**config.mk**
```make
export PLATFORM = sky130hd
export DESIGN_NAME = seq_sender
export DESIGN_NICKNAME = d
export VERILOG_FILES = /design/src/rtl/seq_sender.sv
export SDC_FILE = /design/constraint.sdc
export NUM_CORES = 1
export LEC_CHECK = 0
export BUFFER_PORTS_ARGS = -buffer_cell sky130_fd_sc_hd__clkbuf_2
export CAP_MARGIN = 20
export CORE_MARGIN = 1.5
export CORE_UTILIZATION = 30
export DETAILED_ROUTE_END_ITERATION = 8
export RECOVER_POWER = 25
export SKIP_LAST_GASP = 1
export SYNTH_ARGS = -nofsm -noshare
export SYNTH_HDL_FRONTEND = slang
export SYNTH_SLANG_ARGS = --single-unit
```
**constraint.sdc**
```tcl
create_clock -name clk -period 2.2 [get_ports clk]
set_input_delay 0.22 -clock clk [delete_from_list [all_inputs] [get_ports clk]]
set_output_delay 0.22 -clock clk [all_outputs]
set_load 0.1 [all_outputs]
```
**src/rtl/seq_sender.sv**
```systemverilog
// Burst generator for the 01-10-11 sequence detector: emits `rep` triplets
// separated by `gap` idle symbols, then a one-cycle done pulse.
module seq_sender #(
  parameter int REP_W = 4
) (
  input  logic             clk,
  input  logic             rst_n,
  input  logic             start,
  input  logic [REP_W-1:0] rep,
  input  logic [1:0]       gap,
  output logic [1:0]       num,
  output logic             valid,
  output logic             busy,
  output logic             done,
  output logic [REP_W-1:0] sent
);

  typedef enum logic [2:0] {
    IDLE = 3'd0,
    S1   = 3'd1,
    S2   = 3'd2,
    S3   = 3'd3,
    GAP  = 3'd4,
    DONE = 3'd5
  } state_t;

  state_t           state_q, state_d;
  logic [REP_W-1:0] rem_q, rem_d;
  logic [REP_W-1:0] sent_q, sent_d;
  logic [1:0]       gap_lat_q, gap_lat_d;
  logic [1:0]       gcnt_q, gcnt_d;
  logic [1:0]       num_q, num_d;
  logic             valid_q, valid_d;
  logic             busy_q, busy_d;
  logic             done_q, done_d;

  always_ff @(posedge clk or negedge rst_n) begin
    if (!rst_n) begin
      state_q   <= IDLE;
      rem_q     <= '0;
      sent_q    <= '0;
      gap_lat_q <= '0;
      gcnt_q    <= '0;
      num_q     <= 2'b00;
      valid_q   <= 1'b0;
      busy_q    <= 1'b0;
      done_q    <= 1'b0;
    end else begin
      state_q   <= state_d;
      rem_q     <= rem_d;
      sent_q    <= sent_d;
      gap_lat_q <= gap_lat_d;
      gcnt_q    <= gcnt_d;
      num_q     <= num_d;
      valid_q   <= valid_d;
      busy_q    <= busy_d;
      done_q    <= done_d;
    end
  end

  // rem_q counts triplets still to send, including the one in flight.
  always_comb begin
    state_d   = state_q;
    rem_d     = rem_q;
    sent_d    = sent_q;
    gap_lat_d = gap_lat_q;
    gcnt_d    = gcnt_q;
    case (state_q)
      IDLE: begin
        if (start) begin
          rem_d     = rep;
          gap_lat_d = gap;
          sent_d    = '0;
          state_d   = (rep != '0) ? S1 : DONE;
        end
      end
      S1: state_d = S2;
      S2: state_d = S3;
      S3: begin
        sent_d = sent_q + 1'b1;
        rem_d  = rem_q - 1'b1;
        if (rem_q == REP_W'(1)) begin
          state_d = DONE;
        end else if (gap_lat_q != 2'd0) begin
          state_d = GAP;
          gcnt_d  = gap_lat_q;
        end else begin
          state_d = S1;
        end
      end
      GAP: begin
        if (gcnt_q <= 2'd1) begin
          state_d = S1;
        end else begin
          gcnt_d = gcnt_q - 2'd1;
        end
      end
      DONE:    state_d = IDLE;
      default: state_d = IDLE;
    endcase
  end

  // Outputs are decoded from the next state so they land in flops.
  always_comb begin
    num_d   = 2'b00;
    valid_d = 1'b0;
    busy_d  = 1'b0;
    done_d  = 1'b0;
    case (state_d)
      S1:      begin num_d = 2'b01; valid_d = 1'b1; busy_d = 1'b1; end
      S2:      begin num_d = 2'b10; valid_d = 1'b1; busy_d = 1'b1; end
      S3:      begin num_d = 2'b11; valid_d = 1'b1; busy_d = 1'b1; end
      GAP:     busy_d = 1'b1;
      DONE:    done_d = 1'b1;
      default: ;
    endcase
  end

  assign num   = num_q;
  assign valid = valid_q;
  assign busy  = busy_q;
  assign done  = done_q;
  assign sent  = sent_q;

endmodule
```
* Yosys cells after proc, flatten, opt, wreduce, memory -nomap -nowiden
Cells that the tools add are included.
** Operators by class
- Add/sub/neg operators :: 3
- $lt $le $gt $ge :: 1
- Eq/ne operators :: 14
- Mux-type cells :: 18
- Reduce and logical (&&, ||, !) cells :: 10
** Operators with widths (count)
- 4-bit one-hot mux with 2 select lines :: 2
- 3-bit two-way mux :: 5
- 3-bit one-hot mux with 5 select lines :: 1
- 3-bit by 2-bit equality test with 1-bit output, second input constant :: 4
- 3-bit equality test, second input constant :: 3
- 4-bit two-way mux :: 2
- 2-bit != test, second input constant :: 4
- 3-bit by 1-bit equality test with 1-bit output, second input constant :: 2
- 2-bit two-way mux :: 3
- 2-bit one-hot mux with 3 select lines :: 1
- 2-bit nonzero test :: 3
- 4-bit by 1-bit adder with 4-bit output, second input constant :: 1
- 4-bit by 1-bit equality test with 1-bit output, second input constant :: 1
- 2-bit one-hot mux with 2 select lines :: 1
- 2-bit AND reduction :: 2
- 4-bit AND reduction :: 1
- 4-bit nonzero test :: 1
- 4-bit OR reduction :: 1
- 4-bit by 1-bit subtractor with 4-bit output, second input constant :: 1
- 3-bit zero test :: 1
- 1-bit two-way mux :: 3
- 3-bit OR reduction :: 1
- 2-bit by 1-bit <= comparator with 1-bit output, second input constant :: 1
- 2-bit by 1-bit subtractor with 2-bit output, second input constant :: 1
** Word-level totals
- Flip-flop bits (word level) :: 20
- Input bits :: 9
- Logic and storage cells :: 55

* Logic depth before layout (Yosys ltp)
- Depth after elaboration :: 7
- Mapped depth :: 7
- Mapped depth without buffers :: 7

* Least setup slack after synthesis
Ideal clock, no wire load.
- Path type :: reg-to-reg
- Start :: register state_q[0]
- End :: register gcnt_q[0]
- Arrival :: 1.750 ns
- Required time :: 2.076 ns
- Path slack :: 0.326 ns
- Cell stages (with the launch flop) :: 7
- Path buffers :: 1
- Clock period less this slack :: 1.874 ns
- Cell sequence :: dfrtp_1 -> buf_6 -> or4b_4 -> nor2_8 -> a211oi_4 -> or2_4 -> a211o_1
** Between the ends
- Longest elaborated chain between the ends :: 3
- Elaborated cells between the ends (all ways) :: 8
** Ends and longest elaborated chain
- start, declared :: line 27 : state_t state_q, state_d;
- start signal, assigned :: line 49 : state_q <= state_d;
- 3-bit equality test / 3-bit by 2-bit equality test with 1-bit output (equally long branches) :: line 68 : case (state_q)
- 2-bit != test (no source line) / 2-bit nonzero test (equally long branches)
- 4-bit AND reduction (no source line)
- end signal, assigned :: line 53 : gcnt_q <= gcnt_d;
- end, declared :: line 31 : logic [1:0] gcnt_q, gcnt_d;
Several ways; a longest one is shown, not always the timed one.
A chain may end at the register's enable or synchronous reset.

* Final worst setup path
- Start :: register gcnt_q[0]
- End :: register gcnt_q[0]
** Between the ends
- Longest elaborated chain between the ends :: 3
- Elaborated cells between the ends (all ways) :: 6
** Ends and longest elaborated chain (line)
- 2-bit by 1-bit subtractor with 2-bit output / 2-bit by 1-bit <= comparator with 1-bit output (equally long branches) :: 95, 92
- 2-bit two-way mux / 2-bit != test (equally long branches)
- 2-bit one-hot mux with 2 select lines / 4-bit AND reduction (equally long branches)
Several ways; a longest one is shown, not always the timed one. The select of a mux whose other input is x is not followed.

==> results.toml <==
[cells_and_area]
area.growth.synth_to_final_pct = 18.8
diodes = 0
layout.nets = 128
multi_input_area_um2 = 438
finalNonFillerCells = 158
fill_cells = 328
drive_gt1_share_pct = 23.7
seqCellArea_um2 = 500

[synth]
syn_inst = 93
yosysWarnings = 0
synth_top_area_share_pct = 50.5
synth_cell_types = 34
synth_area_leaders = "dfrtp_1, ha_1, nand2_1, o21ai_0, inv_1"
syn-num-nets = 106
synth_top_area_cell = "dfrtp_1"
synth_edf_count = 0
ys.flop_type = "dfrtp_1"
synth-seq-cells = 20
synth_seq_area_share_pct = 50.5
netlist_area_um2 = 991
synthArstFlopShare_pct = 100
postSynthAreaPerCell_um2 = 10.7

[setup_path]
start_kind = "flop"
criticalPathCategory = "reg2reg"
crit_path_max_fanout = 7
crit_chain = "ha_1, or2b_1, a31oi_1, o21ai_1, or2_4, a211o_1"
critPathCaptureType = "flop"
arrival_ns = 2.17
slowest_stage = "dfrtp_1"
cpPeakStageDelay_ns = 0.43
crit_required_ns = 2.40

[timing]
rsz0062_at_grt = "false"
setup-violations-final = 0
timing.fmax_mhz = 507
final.setup.tns_ns = 0
period_share_pct = 89.6
drv_slew = 0
worst_hold_slack_ns = 0.101
hold_viol = 0
fin_crit_ns = 1.97
fin_skew_ns = 0.00193
slew_headroom_pct = 29.4
worst-slew-pin-transition_ns = 1.06

[drt]
drt_pre_antenna_iters = 4
drt_wl_total_um = 1940
avgRoutedWirePerCell_um = 12.2
ant_nets = 0
avgViaCountPerCell = 4.57
first_iter_violations = 27
drc = 0
vias = 722

[floorplan]
start_util_pct = 31.9
row_count = 20
die_width_um = 60.5
die_h_um = 60.5
pin_count = 18
dieArea_mm2 = 0.00366
core_area_mm2 = 0.00310

[clocking]
cts_sinks = 20
clock-root-buffer = "clkbuf_4"
cts_buffer_depth = 2
clk_pin_slew_ns = 0.12
h-tree-depth = 1
cts_tree = "yes"
cts_buffers = 3
clkLatencyLatePin_ns = 0.31
cts_setup_buffers = 0

[global_routing]
antenna_found_initial = 0
grt_use_total_pct = 13.0
grt_pass1_vias = 738
grt_max_degree = 21
grt-ovfl-total = 0
grt_pass1_wl_um = 3400

[flow_run]
cap_violations = 0

[placement]
hpwl_um = 1450
gp_congestion = 0.780
port_buffers = 17
dp.cells = 153

[status]
status = "finished clean"

[hold_path]
hold_path.class = "in2reg"
## cell type report
type                            instances  area share, %
Sequential cell                        20           42.5
Multi-Input combinational cell         63           37.2
Timing Repair Buffer                   19           8.61
Inverter                                8           2.55
Clock buffer                            3           1.91
Tap cell                               44           4.68
Clock inverter                          1           2.55
## sequential cells by signal, summed over array words and instances (netlist names)
name,cells
state_q,3
sent,4
busy,1
gcnt_q,2
gap_lat_q,2
valid,1
rem_q,4
num,2
done,1
## per-stage QoR
step	worst slack (ns)	util (%)	area (um^2)
2_1_floorplan	0.326	-	991
3_3_place_gp	0.319	36.0	1120
3_5_place_dp	0.236	36.0	1120
4_1_cts	0.221	38.0	1180
5_1_grt	0.113	37.9	1180
6_report	0.229	37.9	1180
## critical path: cells and delay by family (launching register included)
| family | cells | cell delay, ns |
|---|---|---|
| AOI/OAI and AO/OA | 3 | 0.66 |
| and+or+nand+nor | 2 | 0.56 |
| DFF | 1 | 0.43 |
| adders and majority gates | 1 | 0.21 |
## cell usage in the layout, fill, tap and decap left out, types with 3 or more instances in the layout
cell type	n
nand2_1	12
nor3_1	3
nor2_1	6
nand3_1	3
inv_1	8
o21ai_0	6
clkbuf_4	3
ha_1	4
dfrtp_1	20
clkbuf_2	16
## cells by family (layout without fill, tap and decap cells)
family          count (synthesis)  count (layout)  synth area share (%)
simple gates                   38              38                  22.1
buf+inv                        10              31                  5.30
fa+ha+maj                       4               4                  5.05
compound gates                 18              18                  14.3
mux                             1               1                  1.01
xor+xnor                        2               2                  1.77
flops                          20              20                  50.5
## synthesized netlist by cell type, types with 2 or more instances
| master | number |
|---|---|
| nor2_1 | 6 |
| dfrtp_1 | 20 |
| inv_1 | 8 |
| buf_6 | 2 |
| o21ai_0 | 6 |
| nand2_1 | 12 |
| a221o_1 | 2 |
| nor2b_1 | 2 |
| ha_1 | 4 |
| nor3_1 | 3 |
| nor3b_1 | 2 |
| nand3_1 | 3 |
| xor2_1 | 2 |
## per-layer routing
layer / global-route usage [%] / wire length [um] / up-vias
li1: - / - / 361
met1: 17.5 / 944 / 339
met2: 20.0 / 881 / 20
met3: 4.26 / 81 / 2
met4: 4.35 / 27 / 0
met5: 0 / 0 / -
## timing repair
item,CTS,global route
resized for setup,0,0
endpoints found under the hold margin,20,0
hold buffers,1,0
## worst paths after layout
check | start | endpoint | slack [ns] | depth (start not counted)
setup / recovery | gcnt_q[0] | gcnt_q[0] | 0.23 | 6
hold / removal | gap[1] | gap_lat_q[1] | 0.10 | 3
setup reg to reg | gcnt_q[0] | gcnt_q[0] | 0.23 | 6
hold reg to reg | sent[3] | sent[3] | 0.49 | 1
max in group asynchronous | rst_n | rem_q[2] | 0.96 | 2
min in group asynchronous | rst_n | num[0] | 0.61 | 2
Power is not shown: default switching activity piles up to over one toggle a cycle in this logic, so the estimate is an artifact.
